--- config.mk ---
export PLATFORM = sky130hd
export DESIGN_NAME = clock_set_ctrl
export DESIGN_NICKNAME = d
export VERILOG_FILES = /design/src/rtl/clock_set_ctrl.sv
export SDC_FILE = /design/constraint.sdc
export NUM_CORES = 1
export LEC_CHECK = 0
export CELL_PAD_IN_SITES_DETAIL_PLACEMENT = 1
export CELL_PAD_IN_SITES_GLOBAL_PLACEMENT = 1
export CORE_ASPECT_RATIO = 1.25
export CORE_MARGIN = 2
export CORE_UTILIZATION = 36
export CTS_CLUSTER_DIAMETER = 50
export DETAILED_ROUTE_END_ITERATION = 10
export PLACE_DENSITY_LB_ADDON = 0.12
export SLEW_MARGIN = 20
export SYNTH_ARGS = -nofsm -noshare
export SYNTH_HDL_FRONTEND = slang
export SYNTH_SLANG_ARGS = --single-unit
--- constraint.sdc ---
create_clock -name clk -period 3 [get_ports clk]
set_input_delay 0.6 -clock clk [delete_from_list [all_inputs] [get_ports clk]]
set_output_delay 0.6 -clock clk [all_outputs]
set_load 0.01 [all_outputs]
--- src/rtl/clock_set_ctrl.sv ---
// Mode/adjust scheduler for the digital clock: routes tick/carry pulses in RUN and
// turns push-button edges and auto-repeat into add/sub pulses for the selected field.
module clock_set_ctrl #(
  parameter int unsigned REPEAT_DELAY = 50,
  parameter int unsigned REPEAT_RATE  = 10,
  parameter int unsigned IDLE_TIMEOUT = 1000,
  parameter int unsigned CNT_W        = 12
) (
  input  logic       clk,
  input  logic       rst_n,
  input  logic       btn_mode,
  input  logic       btn_up,
  input  logic       btn_down,
  input  logic       sec_tick,
  input  logic       s_cout,
  input  logic       m_cout,
  output logic       s_add,
  output logic       s_sub,
  output logic       m_add,
  output logic       m_sub,
  output logic       h_add,
  output logic       h_sub,
  output logic [2:0] field_sel,
  output logic       setting,
  output logic       blink
);

  typedef enum logic [1:0] {RUN = 2'd0, SET_S = 2'd1, SET_M = 2'd2, SET_H = 2'd3} mode_t;

  localparam logic [CNT_W-1:0] DELAY_C   = CNT_W'(REPEAT_DELAY);
  localparam logic [CNT_W-1:0] RELOAD_C  = CNT_W'(REPEAT_DELAY - REPEAT_RATE + 1);
  localparam logic [CNT_W-1:0] TIMEOUT_C = CNT_W'(IDLE_TIMEOUT - 1);

  mode_t            state, state_nx;
  logic [2:0]       mode_sr, up_sr, dn_sr;
  logic [CNT_W-1:0] hold_cnt, hold_nx, idle_cnt, idle_nx;
  logic             mode_edge, up_edge, dn_edge, any_edge;
  logic             up_only, dn_only, rep_fire, up_pulse, dn_pulse;
  logic [5:0]       adj_nx;
  logic [2:0]       field_nx;
  logic             setting_nx, blink_nx;

  // Two synchroniser flops ([0],[1]) plus one delay flop ([2]) for edge detection
  always_ff @(posedge clk or negedge rst_n) begin
    if (!rst_n) begin
      mode_sr <= '0;
      up_sr   <= '0;
      dn_sr   <= '0;
    end else begin
      mode_sr <= {mode_sr[1:0], btn_mode};
      up_sr   <= {up_sr[1:0], btn_up};
      dn_sr   <= {dn_sr[1:0], btn_down};
    end
  end

  assign mode_edge = mode_sr[1] & ~mode_sr[2];
  assign up_edge   = up_sr[1] & ~up_sr[2];
  assign dn_edge   = dn_sr[1] & ~dn_sr[2];
  assign any_edge  = mode_edge | up_edge | dn_edge;
  assign up_only   = up_sr[1] & ~dn_sr[1];
  assign dn_only   = dn_sr[1] & ~up_sr[1];

  // Next state, counters and output values
  always_comb begin
    state_nx = state;
    idle_nx  = '0;
    hold_nx  = '0;
    rep_fire = 1'b0;
    adj_nx   = '0;
    field_nx = 3'b000;

    if (mode_edge) begin
      case (state)
        RUN:     state_nx = SET_S;
        SET_S:   state_nx = SET_M;
        SET_M:   state_nx = SET_H;
        default: state_nx = RUN;
      endcase
    end else if (state != RUN && !any_edge && idle_cnt == TIMEOUT_C) begin
      state_nx = RUN;
    end

    if (state_nx == state && !any_edge && state != RUN)
      idle_nx = idle_cnt + CNT_W'(1);

    // Hold counter tracks how long a single direction has been held
    if (mode_edge || !(up_only || dn_only)) begin
      hold_nx = '0;
    end else if (up_edge || dn_edge) begin
      hold_nx = CNT_W'(1);
    end else if (hold_cnt == DELAY_C) begin
      rep_fire = 1'b1;
      hold_nx  = RELOAD_C;
    end else begin
      hold_nx = hold_cnt + CNT_W'(1);
    end

    up_pulse = up_only & ~mode_edge & (up_edge | rep_fire);
    dn_pulse = dn_only & ~mode_edge & (dn_edge | rep_fire);

    case (state)
      RUN:     adj_nx      = {sec_tick, 1'b0, s_cout, 1'b0, m_cout, 1'b0};
      SET_S:   adj_nx[5:4] = {up_pulse, dn_pulse};
      SET_M:   adj_nx[3:2] = {up_pulse, dn_pulse};
      default: adj_nx[1:0] = {up_pulse, dn_pulse};
    endcase

    case (state_nx)
      SET_S:   field_nx = 3'b001;
      SET_M:   field_nx = 3'b010;
      SET_H:   field_nx = 3'b100;
      default: field_nx = 3'b000;
    endcase

    setting_nx = (state_nx != RUN);
    blink_nx   = (state_nx != state) ? 1'b0 : (blink ^ sec_tick);
  end

  always_ff @(posedge clk or negedge rst_n) begin
    if (!rst_n) begin
      state     <= RUN;
      hold_cnt  <= '0;
      idle_cnt  <= '0;
      {s_add, s_sub, m_add, m_sub, h_add, h_sub} <= '0;
      field_sel <= 3'b000;
      setting   <= 1'b0;
      blink     <= 1'b0;
    end else begin
      state     <= state_nx;
      hold_cnt  <= hold_nx;
      idle_cnt  <= idle_nx;
      {s_add, s_sub, m_add, m_sub, h_add, h_sub} <= adj_nx;
      field_sel <= field_nx;
      setting   <= setting_nx;
      blink     <= blink_nx;
    end
  end

endmodule

==> flow_metrics.tcl <==
set metrics [dict create \
    status "finished clean" \
    clk_latency_ns 0.30 \
    clock_path_buffers 2 \
    syn_inst 189 \
    grt_pass1_vias 1539 \
    drc 0 \
    cts_tree "yes" \
    slew_violations 0 \
    tns_ns 0 \
    hpwl_mm 3.14 \
    finalWirelength_mm 4.32 \
    pin_count 19 \
    hold_ws_ns 0.298 \
    place.gp.congestion 0.783 \
    rr_endpoint "state[1]" \
    rsz0062_at_grt "no" \
    synth_warnings 0 \
    coreArea_sq_um 5480 \
    synth-seq-cells 46 \
    die_h_um 88.5 \
    dr.pass1.iters 4 \
    grt_max_degree 47 \
    post-route-min-period_ns 2.14 \
    grt_usage 0.154 \
    worst_pin_slew_ns 0.586 \
    start_kind "flip-flop" \
    async_flop_share 1.00 \
    clock_sinks 46 \
    grt-ovfl-total 0 \
    cts_resized 0 \
    std_cell_rows 30 \
    die_w_um 71.6 \
    min_path_type "input port to async pin" \
    critPathRequiredTime_ns 3.16 \
    p_leak_nw 1.01 \
    clockRootBuffer "clkbuf_8" \
    cts_setup_buffers 0 \
    nets 229 \
    r2r_start "idle_cnt[3]" \
    most-common-layout-cells "dfrtp_1, nor2_1, clkdlybuf4s50_1" \
    syn-num-nets 206 \
    cp-end-kind "flip-flop" \
    drt-vias-per-instance 5.18 \
    path_max_fanout 7 \
    final_antenna_net_count 0 \
    max_slew_margin 0.609 \
    hold_buffers 0 \
    drive_above_1_share 0.0610 \
    synth-main-ff-cell "dfrtp_1" \
    hold_violations 0 \
    clk_pin_slew_ns 0.08 \
    final_common_cell "dfrtp_1" \
    vdd_drop_max_mv 0.347 \
    antenna_found_initial 0 \
    area_delta_synth_final_pct 17.4 \
    p_per_area_nw_per_um2 669 \
    dpl_cell_area_sq_um 2300 \
    fill_cells 610 \
    finalInstanceArea_sq_um 2420 \
    diodes 0 \
    worstSetupPathType "flip-flop to flip-flop" \
    start_util 0.376 \
    dieArea_sq_um 6340 \
    setup_viol 0 \
    wl_per_cell_um 15.6 \
    reg2reg_depth 4 \
    cap_violations 0 \
    cts_buffers 5 \
    port_buffers 18 \
    max_freq_mhz 467 \
    fin_crit_sh 0.714 \
    grt_pass1_wl_mm 7.47 \
    synth.distinct_cells 38 \
    synth_area_per_cell_sq_um 10.9 \
    synth-edff-count 0 \
    ys_seq_area_frac 0.559 \
    worstPathArrival_ns 2.30 \
    r2r_slack_ns 0.86 \
    skew_ns 0.00706 \
    cts.htree.levels 2 \
    netlist_area_sq_um 2060 \
    vias 1436 \
    drt_iter0_drc 38 \
]
==> power by group <==
part           leakage (nW)  internal [mW]  switching (mW)
clock network        0.0579          0.245           0.209
registers             0.607          0.694          0.0587
logic                 0.342          0.188           0.221
total                  1.01           1.13           0.489
==> per-stage QoR <==
stage | utilization | worst slack (ns) | total power [mW] | instances
4_1_cts | 0.440 | 0.853 | 1.64 | 277
6_report | 0.441 | 0.857 | 1.62 | 277
3_5_place_dp | 0.421 | 0.897 | 1.18 | 269
5_1_grt | 0.441 | 0.756 | 1.72 | 277
2_1_floorplan | - | 1.05 | 0.982 | 189
3_3_place_gp | 0.421 | 0.946 | 1.15 | 269
==> cell usage after synthesis (2+ instances only) <==
cell | count | area share
nand2_1 | 10 | 0.018
o21ai_0 | 6 | 0.015
nand3_1 | 15 | 0.036
o22a_1 | 2 | 0.0085
nor2b_1 | 3 | 0.0091
o32ai_1 | 2 | 0.0085
ha_1 | 9 | 0.055
nor3_1 | 3 | 0.0073
nor4_1 | 3 | 0.0091
and4_1 | 2 | 0.0085
nand4_1 | 5 | 0.015
nand2b_1 | 3 | 0.0091
dfrtp_1 | 46 | 0.56
nor2_1 | 31 | 0.057
inv_1 | 8 | 0.015
xor2_1 | 10 | 0.043
xnor2_1 | 10 | 0.043
==> sequential cells by signal (all words and copies together) (netlist names) <==
signal,cells
blink,1
dn_sr,3
field_sel,3
h_add,1
h_sub,1
hold_cnt,12
idle_cnt,12
m_add,1
m_sub,1
mode_sr,3
s_add,1
s_sub,1
setting,1
state,2
up_sr,3
==> final cells by class <==
class	count	area, sq um	area share
clock inverters	3	40.0	0.0166
flip-flops and latches	46	1150	0.476
multi-input cells	132	861	0.356
well taps	64	80.1	0.0331
clock buffers	5	68.8	0.0285
inverters	8	30.0	0.0124
repair buffers	19	185	0.0766
==> cells by family after synthesis <==
| family | synth area share |
|---|---|
| buffers and inverters | 0.0225 |
| AND/OR/NAND/NOR | 0.198 |
| AO/OA/AOI/OAI | 0.0803 |
| adder cells (fa/ha/maj) | 0.0547 |
| flip-flops | 0.559 |
| XOR/XNOR | 0.0851 |
==> per-layer routing <==
layer | share of wire | vias up | GRT usage | wire [um]
li1 | - | 695 | - | -
met1 | 0.44 | 722 | 0.184 | 1890
met2 | 0.52 | 13 | 0.273 | 2260
met3 | 0.023 | 6 | 0.0342 | 100
met4 | 0.016 | 0 | 0.0549 | 67
met5 | 0 | - | 0 | 0
==> worst max-delay path by stage <==
stage / start / to / slack, ns
CTS: idle_cnt[3] / state[1] / 0.85
global placement: idle_cnt[3] / setting / 0.95
global route: idle_cnt[3] / state[1] / 0.76
detailed placement: idle_cnt[3] / setting / 0.90
finish: idle_cnt[3] / state[1] / 0.86
floorplan: idle_cnt[3] / setting / 1.05
==> critical path: stages (launching register included) <==
cell     delay (ns)
dfrtp_1        0.44
or4b_1         0.53
or4_4          0.45
o41ai_4        0.41
o21ai_0        0.17
No activity file was read; power rests on OpenSTA's default activity.
